### src/rtl/alu_share_arbiter_if.sv
// Opcode type and requester-side handshake bundle for the shared-ALU arbiter.
`ifndef ALU_SHARE_ARBITER_IF_SV
`define ALU_SHARE_ARBITER_IF_SV

package alu_share_pkg;
  // Encoding 0 is ALU_A so a cleared opcode register selects pass-through of A.
  typedef enum logic [3:0] {
    ALU_A   = 4'd0,
    ALU_B   = 4'd1,
    ALU_ADD = 4'd2,
    ALU_SUB = 4'd3,
    ALU_AND = 4'd4,
    ALU_OR  = 4'd5,
    ALU_XOR = 4'd6,
    ALU_SLT = 4'd7
  } alu_control_t;
endpackage

interface alu_share_arbiter_if #(
  parameter int unsigned NUM_REQ = 4,
  parameter int unsigned DATA_W  = 32
);
  import alu_share_pkg::*;

  logic [NUM_REQ-1:0]             req_valid;
  logic [NUM_REQ-1:0]             req_ready;
  logic [NUM_REQ-1:0][DATA_W-1:0] req_a;
  logic [NUM_REQ-1:0][DATA_W-1:0] req_b;
  alu_control_t                   req_ctrl [NUM_REQ];
  logic [NUM_REQ-1:0]             rsp_valid;
  logic [NUM_REQ-1:0]             rsp_ready;
  logic [DATA_W-1:0]              rsp_data;

  // Requester side.
  modport master (
    output req_valid, req_a, req_b, req_ctrl, rsp_ready,
    input  req_ready, rsp_valid, rsp_data
  );

  // Arbiter side.
  modport slave (
    input  req_valid, req_a, req_b, req_ctrl, rsp_ready,
    output req_ready, rsp_valid, rsp_data
  );
endinterface

`endif

### src/rtl/alu_share_arbiter.sv
// Round-robin arbiter sharing one combinational ALU between NUM_REQ requesters.
// Accept (IDLE) -> one ALU cycle (EXEC) -> hold response until owner acks (RESP).
`include "alu_share_arbiter_if.sv"

module alu_share_arbiter
  import alu_share_pkg::*;
#(
  parameter int unsigned NUM_REQ = 4,
  parameter int unsigned DATA_W  = 32,
  parameter int unsigned ID_W    = $clog2(NUM_REQ)
) (
  input  logic                clk_i,
  input  logic                rst_i,
  alu_share_arbiter_if.slave  bus,
  output logic [DATA_W-1:0]   alu_a_o,
  output logic [DATA_W-1:0]   alu_b_o,
  output alu_control_t        alu_control_o,
  input  logic [DATA_W-1:0]   alu_result_i,
  output logic [ID_W-1:0]     grant_id_o,
  output logic                busy_o
);

  typedef enum logic [1:0] {StIdle, StExec, StResp} state_e;

  state_e            state_q, state_d;
  logic [ID_W-1:0]   rr_ptr_q;
  logic [ID_W-1:0]   grant_q;
  logic [DATA_W-1:0] a_q, b_q, result_q;
  alu_control_t      ctrl_q;

  logic              found;
  logic [ID_W-1:0]   winner;
  logic [ID_W-1:0]   cand;
  logic              accept;
  logic              rsp_fire;

  // Round-robin search: first valid requester starting at rr_ptr, wrapping modulo NUM_REQ.
  always_comb begin
    found  = 1'b0;
    winner = '0;
    cand   = '0;
    for (int unsigned i = 0; i < NUM_REQ; i++) begin
      cand = ID_W'((32'(rr_ptr_q) + i) % NUM_REQ);
      if (!found && bus.req_valid[cand]) begin
        found  = 1'b1;
        winner = cand;
      end
    end
  end

  assign accept   = (state_q == StIdle) && found;
  // Only the owner's ready bit can complete the response.
  assign rsp_fire = (state_q == StResp) && bus.rsp_ready[grant_q];

  // State register.
  always_ff @(posedge clk_i) begin
    if (rst_i) begin
      state_q <= StIdle;
    end else begin
      state_q <= state_d;
    end
  end

  // Next-state logic.
  always_comb begin
    state_d = state_q;
    unique case (state_q)
      StIdle:  if (accept) state_d = StExec;
      StExec:  state_d = StResp;
      StResp:  if (rsp_fire) state_d = StIdle;
      default: state_d = StIdle;
    endcase
  end

  // Outputs: handshakes decoded from state, datapath straight from registers.
  always_comb begin
    bus.req_ready = '0;
    bus.rsp_valid = '0;
    if (accept) begin
      bus.req_ready[winner] = 1'b1;
    end
    if (state_q == StResp) begin
      bus.rsp_valid[grant_q] = 1'b1;
    end
    bus.rsp_data  = result_q;
    busy_o        = (state_q != StIdle);
    alu_a_o       = a_q;
    alu_b_o       = b_q;
    alu_control_o = ctrl_q;
    grant_id_o    = grant_q;
  end

  // Operand capture on accept, result capture and pointer advance in EXEC.
  always_ff @(posedge clk_i) begin
    if (rst_i) begin
      rr_ptr_q <= '0;
      grant_q  <= '0;
      a_q      <= '0;
      b_q      <= '0;
      ctrl_q   <= ALU_A;
      result_q <= '0;
    end else begin
      if (accept) begin
        a_q     <= bus.req_a[winner];
        b_q     <= bus.req_b[winner];
        ctrl_q  <= bus.req_ctrl[winner];
        grant_q <= winner;
      end
      if (state_q == StExec) begin
        result_q <= alu_result_i;
        rr_ptr_q <= (grant_q == ID_W'(NUM_REQ - 1)) ? '0 : grant_q + ID_W'(1);
      end
    end
  end

endmodule

### src/flat_wrapper.sv
// flat-port wrapper written by rule: the top's interface ports become plain ports
module alu_share_arbiter_flat import alu_share_pkg::*;
#(
  parameter int unsigned NUM_REQ = 4,
  parameter int unsigned DATA_W  = 32,
  parameter int unsigned ID_W    = $clog2(NUM_REQ)
)
  (clk_i, rst_i, alu_a_o, alu_b_o, alu_control_o, alu_result_i, grant_id_o, busy_o, bus_req_valid, bus_req_a, bus_req_b, bus_req_ctrl, bus_rsp_ready, bus_req_ready, bus_rsp_valid, bus_rsp_data);
  alu_share_arbiter_if #(.NUM_REQ(NUM_REQ), .DATA_W(DATA_W)) bus_i ();
  input  logic clk_i;
  input  logic rst_i;
  output logic [DATA_W-1:0] alu_a_o;
  output logic [DATA_W-1:0] alu_b_o;
  output alu_control_t alu_control_o;
  input  logic [DATA_W-1:0] alu_result_i;
  output logic [ID_W-1:0] grant_id_o;
  output logic busy_o;
  input wire logic [$bits(bus_i.req_valid)-1:0] bus_req_valid;
  input wire logic [$bits(bus_i.req_a)-1:0] bus_req_a;
  input wire logic [$bits(bus_i.req_b)-1:0] bus_req_b;
  input wire logic [$bits(bus_i.req_ctrl)-1:0] bus_req_ctrl;
  input wire logic [$bits(bus_i.rsp_ready)-1:0] bus_rsp_ready;
  output wire logic [$bits(bus_i.req_ready)-1:0] bus_req_ready;
  output wire logic [$bits(bus_i.rsp_valid)-1:0] bus_rsp_valid;
  output wire logic [$bits(bus_i.rsp_data)-1:0] bus_rsp_data;
  assign bus_i.req_valid = bus_req_valid;
  assign bus_i.req_a = bus_req_a;
  assign bus_i.req_b = bus_req_b;
  assign bus_i.req_ctrl = {>>{bus_req_ctrl}};
  assign bus_i.rsp_ready = bus_rsp_ready;
  assign bus_req_ready = bus_i.req_ready;
  assign bus_rsp_valid = bus_i.rsp_valid;
  assign bus_rsp_data = bus_i.rsp_data;
  alu_share_arbiter #(.NUM_REQ(NUM_REQ), .DATA_W(DATA_W), .ID_W(ID_W)) u_core (.clk_i(clk_i), .rst_i(rst_i), .bus(bus_i), .alu_a_o(alu_a_o), .alu_b_o(alu_b_o), .alu_control_o(alu_control_o), .alu_result_i(alu_result_i), .grant_id_o(grant_id_o), .busy_o(busy_o));
endmodule
### config.mk
export PLATFORM = sky130hd
export DESIGN_NAME = alu_share_arbiter_flat
export DESIGN_NICKNAME = d
export VERILOG_FILES = /design/src/rtl/alu_share_arbiter.sv /design/src/flat_wrapper.sv
export VERILOG_INCLUDE_DIRS = /design/src /design/src/rtl
export SDC_FILE = /design/constraint.sdc
export NUM_CORES = 1
export LEC_CHECK = 0
export CORE_AREA = 2 2 165 167
export CTS_CLUSTER_DIAMETER = 100
export DETAILED_ROUTE_END_ITERATION = 10
export DIE_AREA = 0 0 167 169
export PLACE_DENSITY = 0.54
export SETUP_SLACK_MARGIN = 0.3
export SLEW_MARGIN = 20
export SYNTH_ARGS = -nofsm -noshare
export SYNTH_HDL_FRONTEND = slang
export SYNTH_SLANG_ARGS = --single-unit
### constraint.sdc
create_clock -name clk_i -period 1.96 [get_ports clk_i]
set_clock_uncertainty 0.1 [all_clocks]
set_input_delay 0.294 -clock clk_i [delete_from_list [all_inputs] [get_ports clk_i]]
set_output_delay 0.294 -clock clk_i [all_outputs]
set_load 0.01 [all_outputs]
# [Word-level counts from Yosys, hierarchy flattened]
# Index checks and enable logic that the tools add are counted.
[classes] add_sub_neg=4 n_mul=0 div_mod_pow=0 magnitude_cmp=9 n_eq_ne=5 shifts=0 mux=35 n_bitwise=1 reduce_logical=13
[ops] op="binary-select mux 32 bit (select 2 bit)" count=2
[ops] op="2-to-1 mux 32 bit" count=2
[ops] op="less-than comparator 2 x 3 -> 1 bit (second input constant)" count=6
[ops] op="2-to-1 mux 4 bit" count=4
[ops] op="2-to-1 mux 2 bit" count=7
[ops] op="2-to-1 mux 1 bit" count=11
[ops] op="binary-select mux 1 bit (select 2 bit)" count=5
[ops] op="binary-select mux 4 bit (select 2 bit)" count=1
[ops] op="logical AND 1 bit" count=7
[ops] op="case mux 2 bit (3 select lines)" count=1
[ops] op="adder 2 x 1 -> 2 bit (second input constant)" count=2
[ops] op="adder 2 bit (second input constant)" count=2
[ops] op="demux 1 bit (select 2 bit)" count=2
[ops] op="== test 2 bit (second input constant)" count=2
[ops] op=">= comparator 2 x 1 -> 1 bit (second input constant)" count=2
[ops] op="inequality test 2 x 1 -> 1 bit (second input constant)" count=2
[ops] op=">= comparator 3 bit (second input constant)" count=1
[ops] op="zero test 1 bit" count=3
[ops] op="NOT 2 -> 3 bit" count=1
[ops] op="== test 2 x 1 -> 1 bit (second input constant)" count=1
[ops] op="zero test 2 bit" count=1
[ops] op="AND reduction 2 bit" count=1
[ops] op="nonzero test 2 bit" count=1
[totals] register_bits=106 latch_bits=0 ram_bits=0 romBits=0 input_bits=314 output_inout_bits=111 memories=0

# [Depth between registers and ports, before layout]
# Gate-level depths: netlist of run 1.
[depth] depth_word=17 ltp_mapped=8 mapped_depth_nobuf=5

# [Least setup slack after synthesis of run 1]
# No wires, ideal clock.
[synth_timing] kind="register to output" from="reg u_core.rr_ptr_q[1]" to="out bus_req_ready[0]" arrival_time_ps=1359 required_ps=1566 path_slack_ps=207 stages_incl_launch_ff=5 path_cell_list="dfxtp_1 > nand2_1 > a311oi_2 > nor2_1 > a211oi_1"
[synth_between] elab_chain_len=17 word_cells_on_any_way=32
[synth_rtl] item="from (decl)" line_no="alu_share_arbiter.sv:26" rtl="logic [ID_W-1:0] rr_ptr_q;"
[synth_rtl] item="from (signal assigned)" line_no="alu_share_arbiter.sv:111" rtl="rr_ptr_q <= (grant_q == ID_W'(NUM_REQ - 1)) ? '0 : grant_q + ID_W'(1);"
[synth_rtl] item="branches (longest 16 deep; another with less-than comparator 2 x 3 -> 1 bit)"
[synth_rtl] item="2-to-1 mux 4 bit (*)" line_no="alu_share_arbiter.sv:79" rtl="if (accept) begin"
[synth_rtl] item="to (decl)" line_no="flat_wrapper.sv:23" rtl="output wire logic [$bits(bus_i.req_ready)-1:0] bus_req_ready;"
# Every way passes the cells marked *. The select of a mux whose other input is x is not followed.

# [Worst setup path in the final report of run 1]
[layout_timing] from="reg u_core.rr_ptr_q[0]" to="out bus_req_ready[2]"
# The elaborated chain is that of the path after synthesis.

==> summary.md, run 1 <==
At the placement stage, the worst setup path has a slack of -0.622 ns. The switching part of the total power came out at 33.1%. The layout has 2486 filler cells. In this run, post-CTS hold repair placed 0 buffers. The final critical-path setup slack is -0.0993 ns, and the count of routing violations after the opening detailed-route iteration is 265. The area of combinational cells with multiple inputs came out at 4530 µm².

From bottom edge to top edge, the die measures 169 µm. From synthesis to final layout, the design area changed by 120%. In this run the power density over the cells is 614 nW/µm². In the global route stage, overall resource usage came out at 21.8%. Detailed placement ended at an HPWL of 20.9 mm.

In this run the tightest slew margin relative to its limit is 77.6%. The count of buffers from port buffering is 424. The top cell family by delay on the critical path is simple AND/OR/NAND/NOR gates. Cell internal power was estimated by the tool at 5600 µW. The pin count of the biggest net entering global routing was 41. In the synthesized netlist the dominant register cell turns out to be sky130_fd_sc_hd__dfxtp_1. The longest individual stage delay on the worst path is 0.36 ns. The cell count after synthesis came out at 739. The final antenna-violating net count was 0. The clock edge transition at the registers on the reported setup and hold paths was 0.09 ns. The final max-slew violation count was 0. For the share of synthesized area occupied by flip-flops and latches, the log shows 34.2%.

Path class of the lowest-slack min-delay path: flop to flop. The worst-margin pin slew was 0.332 ns; the initial antenna violation count was 2. Across all layers, the routed design uses 7480 vias.

In this run the register-to-register setup slack is -0.06 ns. Sequential cells burn 31.0% of the power. In this run the core area contains 60 standard-cell rows. The critical hold path startpoint was u_core.bus.rsp_data[23]. The design area was 13600 µm². The placed cell area is 11200 µm². The critical path is of the flop to primary output type. Worst hold path cell count: 2.

In this design, the critical path's most frequently occurring cell is sky130_fd_sc_hd__buf_4. The final layout contains routed wiring with a total length of 31.8 mm. For this run, the number of Yosys warnings is 0. The congestion estimate from routability-driven global placement came to 0.791. In the synthesized netlist the async set-or-reset flop fraction comes to 0%. The tools report the nature of the critical path endpoint as a primary output. The first global-routing pass estimated 46.7 mm of wire. The endpoint of the worst-slack reg-to-reg timing path was u_core.alu_b_o[0]. The leakage power total was 0.00591 µW. For hold timing, the worst endpoint is u_core.bus.rsp_data[23].

The number of vias per cell is 4.73. The net count of the finished layout came out at 1551. Clock root buffer: sky130_fd_sc_hd__clkbuf_16. The required arrival time at the worst endpoint was 1.57 ns.

The tools report the post-route DRC violation count as 0. The fraction of the core area covered by cells at the end of the flow is 51.5%. The floorplan step set the die width to 167 µm. TritonCTS built the clock tree.

Each instance of the synthesized netlist takes up on average 8.40 µm². For this run, the detailed router's first-pass iteration total came to 4. The post-layout minimum cycle time works out to 2.06 ns. The run gives 2780 µW as the switching power total. In the final layout, the share of cells above drive strength 1 is 26.2%. The die covers 28200 µm². For the number of buffers created by CTS, the log shows 9. The run finished, with violations left. For the worst flop-to-flop path, the logic depth is 11. The buffer depth of the longest clock path was 2; the final count of negative-setup-slack endpoints was 42. The logs give 0.36 ns for the clock latency at the later pin of the worst-skew pair and 425 for the total I/O pin count. The tools report the power consumption as 8380 µW. The fraction of the cycle the final worst path needs is 105%, and the synthesized net count is 1057. The tools report the origin of the critical flop-to-flop path as u_core.rr_ptr_q[0]. The synthesized design contains 0 enable-type register cells. The effective utilization at floorplan is 23.4%, and the storage element area is 2140 µm².

In this run the worst path has a maximum fanout of 3. Core area: 26500 µm². The checks that failed: negative setup slack. The smallest hold slack was 0.355 ns.

Setup repair after global routing could not meet its margin everywhere. Max-cap violations in this run came to 0. The number of clock sinks is 106. Yosys mapped the design onto 38 distinct sky130hd cell types. The count of final hold-check violations came out at 0. The critical path goes through buf_4 > nand2b_4 > nand2_2 > o21ai_2 > buf_4 > nand2_1 > and3_4 > buf_6. The run gives 1.67 ns as the endpoint arrival time on the critical path. The routed wire length per instance works out to 20.1 µm.

Synthesis inferred 106 register bits. The run gives 23.3% as the part of the total power dissipated in the clock network. VDD sags by at most 0.377 mV. The clock tree synthesis step divided the H-tree into 3 levels. For the overflow left after global routing, the log shows 0. Counting both buffers and inverters, the worst setup path holds a total of 3. The cell area after synthesis came out at 6210 µm². For this design, the slowest cell found on the critical path is sky130_fd_sc_hd__dfxtp_2. For the via count of the first global-routing pass, the log shows 7475. Per report_power, the combinational group accounts for 45.7% of the total. The worst setup path is launched from a flop.

The maximum clock frequency came out at 0.486 GHz.
[area by class of cell]
| class | instances | share of cell area [%] |
|---|---|---|
| well taps | 341 | 3.13 |
| diodes | 1 | 0.0183 |
| clock buffers | 9 | 1.65 |
| flip-flops and latches | 106 | 15.7 |
| repair buffers | 551 | 45.6 |
| inverters | 4 | 0.110 |
| multi-input cells | 561 | 33.2 |
| clock inverters | 7 | 0.624 |
[kinds of logic (layout without fill, tap and decap cells)]
kind of cell / count (synthesis) / after routing / synth area share [%]
compound gates: 248 / 248 / 29.0
fa+ha+maj: 4 / 4 / 0.806
buf+inv: 73 / 571 / 5.88
flops: 106 / 106 / 34.2
mux: 69 / 69 / 11.3
other cells: 0 / 1 / 0
simple gates: 239 / 240 / 18.8
[metrics by stage]
| stage | cells | setup TNS (ns) |
|---|---|---|
| 2_1_floorplan | 739 | 0 |
| 3_3_place_gp | 1500 | -35.14 |
| 3_5_place_dp | 1500 | -37.40 |
| 4_1_cts | 1575 | -2.23 |
| 5_1_grt | 1580 | -6.72 |
| 6_report | 1580 | -1.17 |
[state kept, by name (all words and copies together), names as in the netlist]
name / count
u_core.state_q: 2
u_core.alu_b_o: 32
u_core.alu_control_o: 4
u_core.rr_ptr_q: 2
u_core.alu_a_o: 32
u_core.bus.rsp_data: 32
u_core.grant_id_o: 2
[worst min-delay path: cells and delay by family (launching register included)]
family / cells / cell delay [ns]
flip-flops: 1 / 0.32
AND/OR/NAND/NOR: 1 / 0.05
AO/OA/AOI/OAI: 1 / 0.05
[metal layers]
metal / share of wire [%] / wire length (µm) / GRT usage, %
met1: 41 / 13000 / 25.9
met2: 51 / 16300 / 39.1
met3: 6.7 / 2130 / 5.54
met4: 1.2 / 384 / 5.28
met5: 0.041 / 13 / 0
[placed cells by master, fill, tap and decap left out, types with 30 or more instances in the layout]
cell / Yosys / layout
sky130_fd_sc_hd__o211ai_1: 38 / 38
sky130_fd_sc_hd__and3_1: 69 / 52
sky130_fd_sc_hd__dlygate4sd2_1: 0 / 73
sky130_fd_sc_hd__nand2_1: 140 / 139
sky130_fd_sc_hd__a21oi_1: 39 / 38
sky130_fd_sc_hd__o21ai_2: 11 / 45
sky130_fd_sc_hd__dfxtp_1: 106 / 99
sky130_fd_sc_hd__clkdlybuf4s50_1: 0 / 313
sky130_fd_sc_hd__mux2i_4: 0 / 30
sky130_fd_sc_hd__buf_4: 7 / 43
sky130_fd_sc_hd__a21boi_0: 67 / 55
[cells in the mapped netlist, types with 2 or more instances]
library cell | n | area [µm²]
sky130_fd_sc_hd__buf_6 | 6 | 67.6
sky130_fd_sc_hd__nand2_1 | 140 | 526
sky130_fd_sc_hd__clkbuf_1 | 37 | 139
sky130_fd_sc_hd__buf_1 | 3 | 11.3
sky130_fd_sc_hd__nand3_1 | 2 | 10.0
sky130_fd_sc_hd__a21boi_0 | 67 | 503
sky130_fd_sc_hd__nor2_2 | 2 | 12.5
sky130_fd_sc_hd__and3_1 | 69 | 432
sky130_fd_sc_hd__mux2i_1 | 68 | 681
sky130_fd_sc_hd__buf_2 | 16 | 80.1
sky130_fd_sc_hd__o21ai_0 | 10 | 50.1
sky130_fd_sc_hd__inv_1 | 4 | 15.0
sky130_fd_sc_hd__and2_1 | 4 | 25.0
sky130_fd_sc_hd__nor3_1 | 2 | 10.0
sky130_fd_sc_hd__o211ai_1 | 38 | 285
sky130_fd_sc_hd__o21ai_1 | 48 | 240
sky130_fd_sc_hd__nand2b_1 | 6 | 37.5
sky130_fd_sc_hd__nor2b_1 | 3 | 18.8
sky130_fd_sc_hd__ha_1 | 4 | 50.1
sky130_fd_sc_hd__dfxtp_1 | 106 | 2120
sky130_fd_sc_hd__o21ai_2 | 11 | 96.3
sky130_fd_sc_hd__o211ai_2 | 29 | 363
sky130_fd_sc_hd__a21oi_1 | 39 | 195
sky130_fd_sc_hd__nor2_1 | 5 | 18.8
sky130_fd_sc_hd__buf_4 | 7 | 52.6
[worst max path at each step]
stage                             endpoint               start  depth (start not counted)  slack (ns)
after global placement    bus_req_ready[0]    bus_req_valid[2]                          6       -0.62
after global routing      bus_req_ready[2]  u_core.rr_ptr_q[0]                          8       -0.17
after CTS                 bus_req_ready[2]  u_core.rr_ptr_q[0]                          6       -0.14
after floorplan           bus_req_ready[0]  u_core.rr_ptr_q[1]                          4        0.21
after detailed placement  bus_req_ready[3]    bus_req_valid[2]                          7       -0.62
final                     bus_req_ready[2]  u_core.rr_ptr_q[0]                          8        -0.1
[power groups by stage]
stage	clock network, µW	logic, µW	registers [µW]
finish	1950	3830	2600
global route	2090	4060	2640
CTS	2000	3730	2600
detailed placement	0	2980	2650
global placement	0	2970	2640
floorplan	0	1100	2770
[timing repair]
item	in CTS	in global routing
pin swaps	56	32
setup endpoints to repair	146	106
gates resized for setup	292	105
buffers inserted	32	4
cloned	27	0
No activity file was read; power rests on OpenSTA's default activity.
==> run 2: changes to the inputs <==
Settings changed: ABC_CLOCK_PERIOD_IN_PS set to 1960, GPL_ROUTABILITY_DRIVEN set to 0.
==> results of run 2 <==
Final layout, timing and power as in run 1 (identical DEF).
